===== src/rtl/mem_port_arbiter.sv =====
// mem_port_arbiter
//   Shares one single-port instruction/data RAM between the fetch path and
//   the load/store path. Each cycle it grants at most one request and drives
//   the RAM port. Read data arrives one cycle later and is routed back to the
//   requester that issued it. Data wins conflicts until fetch has lost
//   STARVE_MAX conflicts in a row; the next conflict then goes to fetch.
//   if_flush drops the response of a fetch granted in the same cycle.
//
// Ports
//   clk, reset                       clock, synchronous active-high reset
//   if_req_valid/addr, if_req_ready  fetch request and grant
//   if_rsp_valid/data, if_flush      fetch response, response kill
//   d_req_valid/we/addr/wdata        load/store request
//   d_req_ready                      data grant
//   d_rsp_valid/data                 load data or store ack (data 0 on ack)
//   mem_en/we/addr/wdata, mem_rdata  RAM port (rdata valid cycle after read)
//   conflict_cnt                     cycles with both requests valid
module mem_port_arbiter #(
  parameter int ADDR_W     = 12,
  parameter int DATA_W     = 32,
  parameter int STARVE_MAX = 4
) (
  input  logic              clk,
  input  logic              reset,
  input  logic              if_req_valid,
  input  logic [ADDR_W-1:0] if_req_addr,
  output logic              if_req_ready,
  output logic              if_rsp_valid,
  output logic [DATA_W-1:0] if_rsp_data,
  input  logic              if_flush,
  input  logic              d_req_valid,
  input  logic              d_req_we,
  input  logic [ADDR_W-1:0] d_req_addr,
  input  logic [DATA_W-1:0] d_req_wdata,
  output logic              d_req_ready,
  output logic              d_rsp_valid,
  output logic [DATA_W-1:0] d_rsp_data,
  output logic              mem_en,
  output logic              mem_we,
  output logic [ADDR_W-1:0] mem_addr,
  output logic [DATA_W-1:0] mem_wdata,
  input  logic [DATA_W-1:0] mem_rdata,
  output logic [31:0]       conflict_cnt
);

  localparam logic [3:0] STARVE_LIM = 4'(STARVE_MAX);

  logic       grant_f_s;
  logic       grant_d_s;
  logic [3:0] starve_r;
  logic       rsp_pend_r;
  logic       rsp_src_r;   // 0 = fetch, 1 = data
  logic       rsp_we_r;
  logic [31:0] conflict_cnt_r;

  // Grant selection: data wins conflicts unless fetch has starved long enough.
  always_comb begin
    grant_f_s = 1'b0;
    grant_d_s = 1'b0;
    if (reset) begin
      grant_f_s = 1'b0;
      grant_d_s = 1'b0;
    end else if (if_req_valid && d_req_valid) begin
      if (starve_r == STARVE_LIM) begin
        grant_f_s = 1'b1;
      end else begin
        grant_d_s = 1'b1;
      end
    end else if (if_req_valid) begin
      grant_f_s = 1'b1;
    end else if (d_req_valid) begin
      grant_d_s = 1'b1;
    end else begin
      grant_f_s = 1'b0;
      grant_d_s = 1'b0;
    end
  end

  // RAM port mux: driven by the granted requester, all zero when idle.
  always_comb begin
    if_req_ready = grant_f_s;
    d_req_ready  = grant_d_s;
    mem_en       = 1'b0;
    mem_we       = 1'b0;
    mem_addr     = '0;
    mem_wdata    = '0;
    case ({grant_d_s, grant_f_s})
      2'b01: begin
        mem_en   = 1'b1;
        mem_addr = if_req_addr;
      end
      2'b10: begin
        mem_en    = 1'b1;
        mem_we    = d_req_we;
        mem_addr  = d_req_addr;
        mem_wdata = d_req_wdata;
      end
      default: begin
        mem_en = 1'b0;
      end
    endcase
  end

  // Starvation counter, conflict counter and in-flight response tracking.
  always_ff @(posedge clk) begin
    if (reset) begin
      starve_r       <= 4'd0;
      rsp_pend_r     <= 1'b0;
      rsp_src_r      <= 1'b0;
      rsp_we_r       <= 1'b0;
      conflict_cnt_r <= 32'd0;
    end else begin
      if (if_req_valid && d_req_valid) begin
        conflict_cnt_r <= conflict_cnt_r + 32'd1;
      end else begin
        conflict_cnt_r <= conflict_cnt_r;
      end

      if (!if_req_valid || grant_f_s) begin
        starve_r <= 4'd0;
      end else if (d_req_valid && grant_d_s && (starve_r < STARVE_LIM)) begin
        starve_r <= starve_r + 4'd1;
      end else begin
        starve_r <= starve_r;
      end

      // A fetch granted alongside a flush never produces a response.
      if (grant_f_s || grant_d_s) begin
        rsp_pend_r <= grant_d_s | ~if_flush;
        rsp_src_r  <= grant_d_s;
        rsp_we_r   <= grant_d_s & d_req_we;
      end else begin
        rsp_pend_r <= 1'b0;
        rsp_src_r  <= rsp_src_r;
        rsp_we_r   <= rsp_we_r;
      end
    end
  end

  // Response routing; a pending response is also suppressed while in reset.
  always_comb begin
    if_rsp_valid = rsp_pend_r & ~rsp_src_r & ~reset;
    d_rsp_valid  = rsp_pend_r &  rsp_src_r & ~reset;
    if_rsp_data  = '0;
    d_rsp_data   = '0;
    if (if_rsp_valid) begin
      if_rsp_data = mem_rdata;
    end else begin
      if_rsp_data = '0;
    end
    if (d_rsp_valid && !rsp_we_r) begin
      d_rsp_data = mem_rdata;
    end else begin
      d_rsp_data = '0;
    end
  end

  assign conflict_cnt = conflict_cnt_r;

endmodule


===== config.mk =====
export PLATFORM = sky130hd
export DESIGN_NAME = mem_port_arbiter
export DESIGN_NICKNAME = d
export VERILOG_FILES = /design/src/rtl/mem_port_arbiter.sv
export SDC_FILE = /design/constraint.sdc
export NUM_CORES = 1
export LEC_CHECK = 0
export ABC_AREA = 1
export CAP_MARGIN = 15
export CORE_ASPECT_RATIO = 1.75
export CORE_UTILIZATION = 34
export CTS_BUF_LIST = sky130_fd_sc_hd__clkbuf_4 sky130_fd_sc_hd__clkbuf_8
export DETAILED_ROUTE_END_ITERATION = 12
export GPL_ROUTABILITY_DRIVEN = 0
export HOLD_SLACK_MARGIN = 0.08
export PLACE_DENSITY_LB_ADDON = 0.3
export SYNTH_ARGS = -nofsm -noshare
export SYNTH_HDL_FRONTEND = slang
export SYNTH_SLANG_ARGS = --single-unit

===== constraint.sdc =====
create_clock -name clk -period 2.49 [get_ports clk]
set_input_delay 0.498 -clock clk [delete_from_list [all_inputs] [get_ports clk]]
set_output_delay 0.498 -clock clk [all_outputs]
set_load 0.05 [all_outputs]

### Word level (Yosys, flattened, before mapping)

Index checks and enable logic that the tools add are counted.

| cells by class | value |
|---|---|
| $add $sub $neg | 2 |
| $lt $le $gt $ge | 1 |
| equality and inequality tests | 3 |
| multiplexer cells | 15 |
| bitwise gates (word level) | 10 |
| reduce and logical (&&, ||, !) cells | 11 |

Operators by type and width:

| cell | count |
|---|---|
| two-way mux 32 bit | 3 |
| adder 32 x 1 -> 32 bit (second input constant) | 1 |
| one-hot mux 12 bit (2 select lines) | 1 |
| two-way mux 1 bit | 11 |
| OR reduction 2 bit | 3 |
| bitwise AND 1 bit | 5 |
| adder 4 x 1 -> 4 bit (second input constant) | 1 |
| == test 4 x 3 -> 1 bit (second input constant) | 1 |
| logical AND 1 bit | 4 |
| < comparator 4 x 3 -> 1 bit (second input constant) | 1 |
| NOT 1 bit | 4 |
| == test 2 x 1 -> 1 bit (second input constant) | 1 |
| == test 2 bit (second input constant) | 1 |
| logical NOT 1 bit | 2 |
| logical OR 1 bit | 2 |
| OR 1 bit | 1 |

| storage, ports and cells | value |
|---|---|
| register bits | 39 |
| input bits | 94 |
| output and inout bits | 146 |
| logic and storage cells | 47 |

### Longest topological paths before layout

| depth | value |
|---|---|
| depth in word-level cells | 7 |
| gate-level depth with buffers | 12 |
| gate-level depth less buffers | 11 |

### Worst setup path before layout

No wires, ideal clock.

| path | value |
|---|---|
| kind | input -> output |
| start point | input port d_req_valid |
| end point | output port mem_addr[0] |
| data arrival time | 3.880 ns |
| required time | 1.992 ns |
| setup slack | -1.888 ns |
| stages | 10 |
| path buffers | 1 |
| path through | nand2_2 > inv_2 > nand2_1 > inv_1 > nor3_1 > inv_1 > ha_1 > inv_1 > clkbuf_1 > a21oi_1 |

| between the ends | value |
|---|---|
| elaborated cells on any way between the ends | 10 |
| those cells by class | eq/ne: 2; mux: 7; reduce/logical: 1 |

RTL lines:

| element | line | source |
|---|---|---|
| start: declaration | 31 | `input logic d_req_valid,` |
| logical AND 1 bit * | 63 | `end else if (if_req_valid && d_req_valid) begin` |
| two-way mux 1 bit * | 63 |  |
| two-way mux 1 bit * | 60 | `if (reset) begin` |
| via if_req_ready | 27 | `output logic if_req_ready,` |
| == test 2 bit / == test 2 x 1 -> 1 bit (equally long branches) | 87 | `case ({grant_d_s, grant_f_s})` |
| one-hot mux 12 bit (2 select lines) * | 87 |  |
| end: declaration | 40 | `output logic [ADDR_W-1:0] mem_addr,` |

The timed path passes the listed nets; every way through them passes the cells marked *.

### Final worst setup path

| path | value |
|---|---|
| start point | input port d_req_valid |
| end point | output port mem_addr[7] |

| between the ends | value |
|---|---|
| word-level cells in the longest chain between the ends | 6 |
| elaborated cells on any way between the ends | 10 |
| those cells by class | eq/ne: 2; mux: 7; reduce/logical: 1 |

Ends and longest elaborated chain:

| element | line | source |
|---|---|---|
| two-way mux 1 bit | 71 | `end else if (d_req_valid) begin` |
| two-way mux 1 bit | 69 | `end else if (if_req_valid) begin` |
| two-way mux 1 bit | 63 |  |
| two-way mux 1 bit | 60 |  |
| == test 2 bit / == test 2 x 1 -> 1 bit (equally long branches) | 87 |  |
| one-hot mux 12 bit (2 select lines) * | 87 |  |

Mark *: on every way between the ends. The rest lies on a longest branch, timed or not.

==> results_dict.tcl <==
set metrics [dict create \
    status "finished, violations left" \
    violations "negative setup slack" \
    final_cell_mix "clkdlybuf4s50_1, nand2_1, inv_1" \
    grt_util_met1 0.261 \
    clockBufferDepth 2 \
    ys_async_sr_fraction 0 \
    cts_tree "yes" \
    synthToLayoutAreaGrowth_pct 135 \
    synth_area_um2 3000 \
    port-buffer-count 239 \
    cp_num_buf_inv 6 \
    hp-class "reg2reg" \
    cp-end-kind "output pin" \
    crit_path_frequent_cell "inv_4" \
    p_total_uw 1910 \
    setup_ws_ps -175 \
    period_share 1.07 \
    firstDrtPassIters 5 \
    synth_cells 551 \
    rsz0062_at_grt "yes" \
    layout_commonest_cell "clkdlybuf4s50_1" \
    peakVddDrop_mv 0.193 \
    antenna_found_initial 1 \
    ys.flop_type "dfxtp_1" \
    ys_seq_area_frac 0.260 \
    grt_max_degree 26 \
    yosys_warnings 0 \
    clock_latency_ps 300 \
    ys_seq_elements 39 \
    crit_type "in2out" \
    drv_cap 0 \
    grt_pass1_vias 4243 \
    slew_headroom 0.641 \
    syn_nets 651 \
    finalNetCount 904 \
    worstMarginPinSlew_ps 537 \
    grt_overflow 0 \
    routed_via_density 4.82 \
    rows 45 \
    critPathTopFamily "buffers and inverters" \
    clock_sinks 39 \
    fin_area_um2 7050 \
    placed_cell_area_um2 6760 \
    crit_required_ps 1990 \
    cts_buffers 5 \
    hold_viol_final 0 \
    drive_gt1_frac 0.384 \
    dpl.hpwl_um 11400 \
    busiest_layer "met2" \
    synth_cell_type_count 31 \
    p_leak_uw 0.00313 \
    start_util 0.349 \
    powerDensity_nw_per_um2 271 \
    worstPathMaxFanout 8 \
    clock.fmax_ghz 0.375 \
    track_usage 0.294 \
    setup_viol 45 \
    use_met3 0.0882 \
    cts-root-buf "clkbuf_8" \
    syn_area_per_cell_um2 5.45 \
    synth_enable_flop_cells 0 \
    htree_levels 2 \
    drtIter0Drc 277 \
    drt_wl_total_um 14800 \
    finalCriticalPeriod_ps 2660 \
    cpMaxStageDelayCell "clkdlybuf4s15_1" \
    hold_buffers 0 \
    fin_skew_ps 6.15 \
    max_stage_delay_ps 290 \
    fp.dieW_um 73.1 \
    grt_pass1_wl_um 20900 \
    coreArea_um2 8610 \
    worstPathCellList "clkdlybuf4s15_1, nand2_8, inv_4, nand2_4, inv_4, nor3_4, inv_2, ha_4, clkbuf_16, nand2_1, a21oi_4, buf_12" \
    wire_per_inst_um 16.0 \
    worst_ep_arrival_time_ps 2170 \
    drv_slew 0 \
    drc 0 \
    io_pins 240 \
    startpoint_type "input port" \
    dieArea_um2 9230 \
    ant_nets 0 \
    gr-usage-met2 0.572 \
    clkTransAtPathRegs_ps 70 \
    num_vias 4447 \
    die_y_um 126 \
]
## cell type report
class / instances / area (um2)
clock buffer: 6 / 82.6
timing repair buffer: 263 / 3390
multi-input combinational: 368 / 2140
clock inverter: 1 / 5.00
antenna: 1 / 2.50
sequential: 39 / 783
fill: 528 / 1570
tap: 117 / 146
inverter: 127 / 495
## Yosys cell counts (4+ instances only)
| cell | instances | share of area |
|---|---|---|
| nor2_4 | 4 | 0.015 |
| xor2_1 | 5 | 0.015 |
| ha_1 | 6 | 0.025 |
| nand2_2 | 8 | 0.017 |
| a21oi_1 | 20 | 0.033 |
| nor3_1 | 6 | 0.010 |
| nand4_1 | 8 | 0.017 |
| dfxtp_1 | 39 | 0.26 |
| nand2_1 | 137 | 0.17 |
| o21ai_0 | 12 | 0.020 |
| nand3_1 | 20 | 0.033 |
| nor2_1 | 124 | 0.15 |
| clkbuf_1 | 13 | 0.016 |
| nor2_2 | 5 | 0.010 |
| inv_1 | 124 | 0.15 |
## sequential cells by signal, indices dropped and copies added, names as in the netlist
register and flops:
rsp_pend_r 1, rsp_we_r 1, conflict_cnt 32, rsp_src_r 1
starve_r 4
## repair_timing
| item | 4_1_cts | 5_1_grt |
|---|---|---|
| endpoints found under the setup margin | 108 | 46 |
| pin swaps | 3 | 6 |
| gates resized for setup | 30 | 42 |
| cloned | 1 | 1 |
| buffers inserted | 2 | 1 |
## through the flow
step                setup slack, ps  TNS, ps  utilization  instances  hold slack, ps
finish                         -175    -4740        0.818        922             457
CTS                           -69.3     -749        0.805        919             457
detailed placement             -420   -20160        0.784        909             445
floorplan                      -302    -7580            -        551             428
global route                   -206    -6440        0.818        922             480
global placement               -300   -14050        0.784        909             439
## per-layer routing
metal | vias up | part of all wire
li1 | 2119 | -
met1 | 2011 | 0.30
met2 | 255 | 0.55
met3 | 62 | 0.085
met4 | 0 | 0.064
met5 | - | 0
## final timing paths
| check | startpoint | to | slack (ps) | depth (start not counted) |
|---|---|---|---|---|
| max | d_req_valid | mem_addr[7] | -170 | 12 |
| min reg2reg | rsp_we_r | rsp_we_r | 460 | 2 |
| max reg2reg | starve_r[0] | rsp_we_r | 860 | 11 |
| min | rsp_we_r | rsp_we_r | 460 | 2 |
## power by group
group | switching [uW] | total, uW | internal (uW)
combinational | 453 | 835 | 382
sequential | 6.60 | 636 | 629
clock | 219 | 436 | 217
## worst reg2reg max path, stage by stage (launching register included)
cell and delay [ps]:
dfxtp_2 340, inv_4 70, ha_4 140, nand3_4 70, nand2_4 100, inv_4 40, nor3_4 200, inv_2 100
ha_4 180, nor2_1 140, nand2_1 80, a21oi_1 110
## cell families (layout without fill, tap and decap cells)
family | after synthesis | after routing | share of synthesized area
other | 0 | 1 | 0
AO/OA/AOI/OAI | 39 | 39 | 0.0704
flip-flops | 39 | 39 | 0.260
XOR/XNOR | 6 | 6 | 0.0175
buffers and inverters | 144 | 397 | 0.182
AND/OR/NAND/NOR | 317 | 317 | 0.445
adder cells (fa/ha/maj) | 6 | 6 | 0.0250
No activity file was read; power rests on OpenSTA's default activity.
